### config.mk
export PLATFORM = sky130hd
export DESIGN_NAME = wb_pipe_stage_flat
export DESIGN_NICKNAME = d
export VERILOG_FILES = /design/src/rtl/wb_pipe_stage_if.sv /design/src/rtl/wb_pipe_stage.sv /design/src/flat_wrapper.sv
export SDC_FILE = /design/constraint.sdc
export NUM_CORES = 1
export LEC_CHECK = 0
export ABC_AREA = 1
export BUFFER_PORTS_ARGS = -buffer_cell sky130_fd_sc_hd__buf_2
export CAP_MARGIN = 10
export CORE_MARGIN = 4
export CORE_UTILIZATION = 49
export DETAILED_ROUTE_END_ITERATION = 10
export PLACE_DENSITY = 0.86
export RECOVER_POWER = 25
export REMOVE_ABC_BUFFERS = 1
export SLEW_MARGIN = 5
export SYNTH_ARGS = -nofsm -noshare
export SYNTH_HDL_FRONTEND = slang
export SYNTH_SLANG_ARGS = --single-unit
### constraint.sdc
create_clock -name CLK -period 1.68 [get_ports CLK]
set_clock_uncertainty 0.1 [all_clocks]
set_input_delay 0.168 -clock CLK [delete_from_list [all_inputs] [get_ports CLK]]
set_output_delay 0.168 -clock CLK [all_outputs]
set_load 0.05 [all_outputs]
### src/rtl/wb_pipe_stage_if.sv
// Upstream handshake and register-file write bus of the writeback stage.
interface wb_pipe_stage_if #(
  parameter int unsigned DATA_W = 16,
  parameter int unsigned ADDR_W = 5,
  parameter int unsigned OPCD_W = 5
);
  logic              IN_VALID;
  logic              IN_READY;
  logic [DATA_W-1:0] DATA_IN;
  logic [OPCD_W-1:0] OPCD_IN;
  logic [ADDR_W-1:0] ADDR_REG_IN;
  logic              OPT_BIT_IN;
  logic [DATA_W-1:0] DATA_OUT;
  logic [ADDR_W-1:0] ADDR_REG_OUT;
  logic              OPT_BIT_OUT;
  logic              COND;
  logic              BUSY;
  logic [1:0]        ESTADO;
  logic [15:0]       RETIRED;

  modport master (
    output IN_VALID, DATA_IN, OPCD_IN, ADDR_REG_IN, OPT_BIT_IN,
    input  IN_READY, DATA_OUT, ADDR_REG_OUT, OPT_BIT_OUT, COND, BUSY, ESTADO, RETIRED
  );

  modport slave (
    input  IN_VALID, DATA_IN, OPCD_IN, ADDR_REG_IN, OPT_BIT_IN,
    output IN_READY, DATA_OUT, ADDR_REG_OUT, OPT_BIT_OUT, COND, BUSY, ESTADO, RETIRED
  );
endinterface

### src/rtl/wb_pipe_stage.sv
// Writeback pipeline stage: accepts one instruction per PHASES cycles and pulses COND.
// Optional macro WB_ZERO_REG_GUARD_EN suppresses the write enable for register 0.
module wb_pipe_stage #(
  parameter int unsigned DATA_W = 16,
  parameter int unsigned ADDR_W = 5,
  parameter int unsigned OPCD_W = 5,
  parameter int unsigned PHASES = 7
) (
  input logic           CLK,
  input logic           RST,
  wb_pipe_stage_if.slave bus
);

  typedef enum logic [1:0] {
    S_IDLE  = 2'd0,
    S_WRITE = 2'd1,
    S_WAIT  = 2'd2
  } state_e;

  localparam int unsigned CNT_W = 4;
  // WAIT lasts WAIT_LOAD+1 cycles, so IDLE+WRITE+WAIT sums to PHASES.
  localparam logic [CNT_W-1:0] WAIT_LOAD = (PHASES > 2) ? CNT_W'(PHASES - 3) : '0;

  state_e            state_q, state_d;
  logic [CNT_W-1:0]  cnt_q, cnt_d;
  logic [DATA_W-1:0] data_q, data_d;
  logic [OPCD_W-1:0] opcd_q, opcd_d;
  logic [ADDR_W-1:0] addr_q, addr_d;
  logic              opt_q, opt_d;
  logic [15:0]       retired_q, retired_d;
  logic              ready;
  logic              xfer;
  logic              addr_ok;

  function automatic logic op_writes(input logic [OPCD_W-1:0] op);
    return (op <= OPCD_W'(7)) || (op == OPCD_W'(9));
  endfunction

  assign ready = (state_q == S_IDLE);
  assign xfer  = bus.IN_VALID && ready;

`ifdef WB_ZERO_REG_GUARD_EN
  assign addr_ok = (addr_q != '0);
`else
  assign addr_ok = 1'b1;
`endif

  always_comb begin
    state_d   = state_q;
    cnt_d     = cnt_q;
    data_d    = data_q;
    opcd_d    = opcd_q;
    addr_d    = addr_q;
    opt_d     = opt_q;
    retired_d = retired_q;
    case (state_q)
      S_IDLE: begin
        if (xfer) begin
          data_d    = bus.DATA_IN;
          opcd_d    = bus.OPCD_IN;
          addr_d    = bus.ADDR_REG_IN;
          opt_d     = bus.OPT_BIT_IN;
          retired_d = retired_q + 16'd1;
          state_d   = S_WRITE;
        end
      end
      S_WRITE: begin
        if (PHASES > 2) begin
          state_d = S_WAIT;
          cnt_d   = WAIT_LOAD;
        end else begin
          state_d = S_IDLE;
        end
      end
      S_WAIT: begin
        if (cnt_q == '0) begin
          state_d = S_IDLE;
        end else begin
          cnt_d = cnt_q - CNT_W'(1);
        end
      end
      default: state_d = S_IDLE;
    endcase
  end

  always_ff @(posedge CLK) begin
    if (RST) begin
      state_q   <= S_IDLE;
      cnt_q     <= '0;
      data_q    <= '0;
      opcd_q    <= '0;
      addr_q    <= '0;
      opt_q     <= 1'b0;
      retired_q <= '0;
    end else begin
      state_q   <= state_d;
      cnt_q     <= cnt_d;
      data_q    <= data_d;
      opcd_q    <= opcd_d;
      addr_q    <= addr_d;
      opt_q     <= opt_d;
      retired_q <= retired_d;
    end
  end

  assign bus.IN_READY     = ready;
  assign bus.DATA_OUT     = data_q;
  assign bus.ADDR_REG_OUT = addr_q;
  assign bus.OPT_BIT_OUT  = opt_q;
  assign bus.COND         = (state_q == S_WRITE) && op_writes(opcd_q) && addr_ok;
  assign bus.BUSY         = (state_q != S_IDLE);
  assign bus.ESTADO       = state_q;
  assign bus.RETIRED      = retired_q;

endmodule
### src/flat_wrapper.sv
// flat-port wrapper written by rule: the top's interface ports become plain ports
module wb_pipe_stage_flat 
#(
  parameter int unsigned DATA_W = 16,
  parameter int unsigned ADDR_W = 5,
  parameter int unsigned OPCD_W = 5,
  parameter int unsigned PHASES = 7
)
  (CLK, RST, bus_IN_VALID, bus_DATA_IN, bus_OPCD_IN, bus_ADDR_REG_IN, bus_OPT_BIT_IN, bus_IN_READY, bus_DATA_OUT, bus_ADDR_REG_OUT, bus_OPT_BIT_OUT, bus_COND, bus_BUSY, bus_ESTADO, bus_RETIRED);
  wb_pipe_stage_if #(.DATA_W(DATA_W), .ADDR_W(ADDR_W), .OPCD_W(OPCD_W)) bus_i ();
  input logic CLK;
  input logic RST;
  input wire logic [$bits(bus_i.IN_VALID)-1:0] bus_IN_VALID;
  input wire logic [$bits(bus_i.DATA_IN)-1:0] bus_DATA_IN;
  input wire logic [$bits(bus_i.OPCD_IN)-1:0] bus_OPCD_IN;
  input wire logic [$bits(bus_i.ADDR_REG_IN)-1:0] bus_ADDR_REG_IN;
  input wire logic [$bits(bus_i.OPT_BIT_IN)-1:0] bus_OPT_BIT_IN;
  output wire logic [$bits(bus_i.IN_READY)-1:0] bus_IN_READY;
  output wire logic [$bits(bus_i.DATA_OUT)-1:0] bus_DATA_OUT;
  output wire logic [$bits(bus_i.ADDR_REG_OUT)-1:0] bus_ADDR_REG_OUT;
  output wire logic [$bits(bus_i.OPT_BIT_OUT)-1:0] bus_OPT_BIT_OUT;
  output wire logic [$bits(bus_i.COND)-1:0] bus_COND;
  output wire logic [$bits(bus_i.BUSY)-1:0] bus_BUSY;
  output wire logic [$bits(bus_i.ESTADO)-1:0] bus_ESTADO;
  output wire logic [$bits(bus_i.RETIRED)-1:0] bus_RETIRED;
  assign bus_i.IN_VALID = bus_IN_VALID;
  assign bus_i.DATA_IN = bus_DATA_IN;
  assign bus_i.OPCD_IN = bus_OPCD_IN;
  assign bus_i.ADDR_REG_IN = bus_ADDR_REG_IN;
  assign bus_i.OPT_BIT_IN = bus_OPT_BIT_IN;
  assign bus_IN_READY = bus_i.IN_READY;
  assign bus_DATA_OUT = bus_i.DATA_OUT;
  assign bus_ADDR_REG_OUT = bus_i.ADDR_REG_OUT;
  assign bus_OPT_BIT_OUT = bus_i.OPT_BIT_OUT;
  assign bus_COND = bus_i.COND;
  assign bus_BUSY = bus_i.BUSY;
  assign bus_ESTADO = bus_i.ESTADO;
  assign bus_RETIRED = bus_i.RETIRED;
  wb_pipe_stage #(.DATA_W(DATA_W), .ADDR_W(ADDR_W), .OPCD_W(OPCD_W), .PHASES(PHASES)) u_core (.CLK(CLK), .RST(RST), .bus(bus_i));
endmodule
==> results_dict.tcl, run 1 <==
set metrics [dict create \
    finalMaxSlewViolations 0 \
    nets 389 \
    status "finished clean" \
    core_mm2 0.004058 \
    synthFlopType "dfxtp_1" \
    setup_slack_ns 0.1584 \
    cts_root_buf "clkbuf_8" \
    synth_area_leaders "dfxtp_1, nor2_1, o21ai_0, nand2_1, inv_1" \
    dp_hpwl_mm 3.439 \
    gr-usage-all-layers_pct 17.50 \
    antenna_found_initial 0 \
    clkPwrFrac_pct 26.5 \
    rsz0062_at_grt "false" \
    synth_area_mm2 0.002072 \
    fp.dieW_um 73.03 \
    rrSetupSlack_ns 0.19 \
    cts_buffers 5 \
    combinationalPowerShare_pct 21.4 \
    synthArstFlopShare_pct 0 \
    die-height_um 73.03 \
    vias 2001 \
    worstPathRequired_ns 1.41 \
    max_freq_ghz 0.6572 \
    final_common_cell "nor2_1" \
    powerDensity_mw_per_mm2 963.4 \
    yosysWarnings 0 \
    hold_violations 0 \
    critPathKind "flip-flop to output pin" \
    fin_util_pct 62.72 \
    p_total_mw 2.452 \
    ir_drop_uv 709.9 \
    antennaDiodeCount 0 \
    cts_buffer_depth 2 \
    finalCritPeriodShare_pct 90.57 \
    grt_max_degree 29 \
    cts-htree-levels 2 \
    ctsResizeCount 0 \
    rows 23 \
    drive_above_1_share_pct 20.11 \
    p_int_mw 1.655 \
    final_cell_mix "nor2_1, buf_2, dfxtp_1" \
    cap_violations 0 \
    switchingPower_mw 0.7964 \
    relSlewSlack_pct 58.70 \
    insertion_delay_ns 0.29 \
    synthCells 284 \
    final-setup-viol-count 0 \
    start_util_pct 51.06 \
    grt_pass1_wl_mm 7.486 \
    grt_overflow 0 \
    ctsHoldBuffers 0 \
    crit_fanout 4 \
    remaining_drc_errors 0 \
    syn_area_per_cell_um2 7.296 \
    die_area_mm2 0.005333 \
    drt-wirelength-per-cell_um 11.19 \
    ioPinCount 73 \
    tritoncts "done" \
    yosysTopAreaCellShare_pct 47.34 \
    period_minus_slack_ns 1.522 \
    dp_slack_ns 0.2146 \
    clkTransAtPathRegs_ns 0.08 \
    grt_pass1_vias 1800 \
    synth_cell_types 27 \
    wirelength_mm 4.566 \
    critPathLaunchType "flip-flop" \
    setup.worst_path.end_class "output pin" \
    arrival_ns 1.25 \
    syn2layout_area_growth_pct 22.83 \
    synth_edf_count 0 \
    globalplace.congestion 0.8107 \
    hp-class "primary input to flip-flop" \
    seqPwrFrac_pct 52.2 \
    drtAntennaViolNets 0 \
    numClockSinks 49 \
    drtPass1Iterations 4 \
    via_per_inst 4.904 \
    post_cts_buffers 0 \
    max_slew.worst_pin.slew_ns 0.6222 \
    synth-seq-area-share_pct 47.34 \
    p_sw_share_pct 32.48 \
    total_leakage_power_nw 1.202 \
    synth-seq-cells 49 \
    io_buffer_count 72 \
    first_iter_violations 101 \
    synth_top_area_cell "dfxtp_1" \
]
## per-layer routing
layer,wire [um],GRT usage [%]
met1,1952,20.58
met2,2141,29.29
met3,418,5.923
met4,54,6.557
met5,0,0
## cells by family (layout without fill, tap and decap cells)
group | Yosys count | after routing | synth area share (%)
and+or+nand+nor | 143 | 143 | 30.44
DFF | 49 | 49 | 47.34
AOI/OAI and AO/OA | 47 | 47 | 11.65
buffers and inverters | 40 | 114 | 8.092
xor gates and xnor gates | 3 | 3 | 1.268
adders and majority gates | 2 | 2 | 1.208
## final cells by class
type	count	area, um^2
clock buffers	6	72.57
clock inverters	2	10.01
fillers	362	1513
inverters	29	108.9
multi-input cells	195	923.4
flip-flops and latches	49	982.2
well taps	50	62.56
repair buffers	77	385.4
## synthesized netlist by cell type (2+ instances only)
master and instances:
nor2_4 2, inv_1 28, nand3_1 10, clkbuf_1 7, nand4_1 3, o21ai_0 31
nor2_1 78, buf_2 2, nor3_1 3, buf_6 2, o21ai_1 3, dfxtp_1 49
xor2_1 2, nand2_1 39, a21oi_1 10, nand3_2 3, ha_1 2
## flip-flops by register name, indices dropped and copies added (netlist names)
name	count
u_core.bus.ADDR_REG_OUT	5
u_core.bus.DATA_OUT	16
u_core.bus.ESTADO	2
u_core.bus.OPT_BIT_OUT	1
u_core.bus.RETIRED	16
u_core.cnt_q	4
u_core.opcd_q	5
## per-stage QoR
stage                     std cells  hold WS (ns)  cell area, um^2  TNS [ns]
after floorplan                 273        0.1371             2013    -6.651
after global placement          400        0.3188             2486         0
after detailed placement        400        0.3234             2486         0
after CTS                       408       0.01734             2569         0
after global routing            408       0.03438             2545         0
final                           408       0.02440             2545         0
## worst max-delay path, cell delays in order, from the launching register on
cell and delay (ns):
dfxtp_2 0.38, inv_1 0.05, nor2_1 0.15, nand2_1 0.07
nor2_1 0.08, clkbuf_4 0.23
## final timing paths
path,start,depth (start not counted),end
max reg2reg,u_core.cnt_q[0],10,u_core.cnt_q[2]
min reg2reg,u_core.opcd_q[0],2,u_core.opcd_q[0]
min,bus_DATA_IN[5],3,u_core.bus.DATA_OUT[5]
max,u_core.bus.ESTADO[0],5,bus_COND
## power by group through the flow
| stage | Clock (mW) | Combinational, mW | Sequential (mW) |
|---|---|---|---|
| floorplan | 0 | 0.178 | 1.50 |
| global placement | 0 | 0.535 | 1.30 |
| detailed placement | 0 | 0.541 | 1.30 |
| CTS | 0.670 | 0.542 | 1.28 |
| global route | 0.722 | 0.568 | 1.29 |
| finish | 0.649 | 0.524 | 1.28 |
No activity file was read; power rests on OpenSTA's default activity.
==> inputs of run 2 (changes only) <==
Settings changed: CORE_ASPECT_RATIO from default to 1.2, RECOVER_POWER 25 to 100.
==> results_dict.tcl, run 2 (synthesized netlist as in run 1, its figures left out) <==
set metrics [dict create \
    grt_pass1_wl_mm 8.038 \
    max_stage_delay_ns 0.32 \
    min-delay-start "bus_DATA_IN[1]" \
    rsz0062_at_grt "false" \
    switchingPower_mw 0.8483 \
    holdWs_ns 0.008937 \
    numClockSinks 49 \
    via_per_inst 4.847 \
    cts_buffer_depth 2 \
    drtPass1Iterations 4 \
    wirelength_mm 4.739 \
    core_mm2 0.004004 \
    relSlewSlack_pct 59.45 \
    cts_buffers 5 \
    arrival_ns 1.29 \
    die_area_mm2 0.005337 \
    nets 389 \
    post_cts_buffers 0 \
    start_util_pct 51.75 \
    io_buffer_count 72 \
    status "finished clean" \
    max_freq_ghz 0.6415 \
    finalCritPeriodShare_pct 92.79 \
    regArea_um2 982.2 \
    ir_drop_uv 695.5 \
    tritoncts "done" \
    cp_slowest_cell "dfxtp_1" \
    p_sw_share_pct 33.17 \
    grt_max_degree 32 \
    crit_fanout 2 \
    fp.dieW_um 67.36 \
    crit_family "flip-flops" \
    finalInstanceArea_mm2 0.002546 \
    period_minus_slack_ns 1.559 \
    gr-usage-all-layers_pct 19.53 \
    final-setup-viol-count 0 \
    combinationalPowerShare_pct 20.6 \
    final_cell_mix "nor2_1, dfxtp_1, nand2_1" \
    hp-class "primary input to flip-flop" \
    critPathLaunchType "flip-flop" \
    syn2layout_area_growth_pct 22.89 \
    final_common_cell "nor2_1" \
    vias 1997 \
    cts_root_buf "clkbuf_8" \
    hold_violations 0 \
    first_iter_violations 47 \
    max_slew.worst_pin.slew_ns 0.6109 \
    grt_overflow 0 \
    p_int_mw 1.709 \
    cp.buffers_inverters 1 \
    multi_input_area_um2 905.9 \
    fillers 381 \
    dpl-instance-area_mm2 0.002496 \
    r2r_start "u_core.bus.ESTADO[1]" \
    clkTransAtPathRegs_ns 0.09 \
    remaining_drc_errors 0 \
    rows 25 \
    ioPinCount 73 \
    dp_hpwl_mm 3.495 \
    seqPwrFrac_pct 50.0 \
    drtAntennaViolNets 0 \
    insertion_delay_ns 0.30 \
    worstSetupStartpoint "u_core.opcd_q[1]" \
    antennaDiodeCount 0 \
    clkPwrFrac_pct 29.4 \
    drt-wirelength-per-cell_um 11.50 \
    cap_violations 0 \
    finalMaxSlewViolations 0 \
    worstPathRequired_ns 1.41 \
    globalplace.congestion 0.7710 \
    die-height_um 79.24 \
    drive_above_1_share_pct 15.36 \
    powerDensity_mw_per_mm2 1004 \
    grt_pass1_vias 1934 \
    setup.worst_path.end_class "output pin" \
    cp_cell_sequence "o31ai_1 -> nand2_1 -> nor2_1 -> buf_2" \
    critPathKind "flip-flop to output pin" \
    cts-htree-levels 2 \
    total_leakage_power_nw 1.150 \
    antenna_found_initial 0 \
]
==> run 2: final cells by class <==
cell class,instances,area share [%]
clock buffer,6,3.243
clock inverter,2,0.6880
inverter,29,4.275
multi-input combinational,195,35.58
sequential,49,38.57
tap,54,2.654
timing repair buffer,77,14.99
==> run 2: path summary, 6_finish.rpt <==
check | endpoint | slack [ns] | depth (start not counted)
worst max-delay path | bus_COND | 0.12 | 4
worst min register to register | u_core.opcd_q[0] | 0.36 | 2
worst min-delay path | u_core.bus.DATA_OUT[1] | 0.009 | 3
worst max register to register | u_core.bus.ADDR_REG_OUT[0] | 0.17 | 5
==> run 2: power groups by stage <==
stage	registers [mW]	clock network, mW	logic [mW]
after floorplan	1.50	0	0.178
after detailed placement	1.30	0	0.547
after global placement	1.30	0	0.538
after global routing	1.29	0.818	0.574
after CTS	1.28	0.772	0.549
final	1.28	0.752	0.526
==> run 2: metal layers <==
layer	track usage, %	up-vias	routed length (um)
met3	5.941	7	393
li1	-	1040	-
met2	32.84	62	2269
met1	21.96	888	1996
met4	9.533	0	79
met5	0	-	0
==> run 2: repair_timing <==
action / CTS / global route
hold buffers: 1 / 0
resized for setup: 0 / 2
endpoints found under the hold margin: 1 / 0
endpoints found under the setup margin: 0 / 1
==> run 2: worst reg2reg max path, delay by kind of cell (launching register included) <==
kind	cells	cell delay [ns]
AOI/OAI and AO/OA	1	0.25
buffers and inverters	1	0.27
DFF	1	0.36
and+or+nand+nor	3	0.42
==> run 2: stage by stage <==
stage                     power [mW]  worst slack [ns]  TNS, ns  instances  utilization [%]
after floorplan                1.683           -0.3797   -6.651        273                -
final                          2.557            0.1211        0        412            63.59
after CTS                      2.599           0.06329        0        412            65.09
after global routing           2.681           0.02662        0        412            63.59
after global placement         1.839            0.3195        0        403            62.34
after detailed placement       1.850            0.2461        0        403            62.34
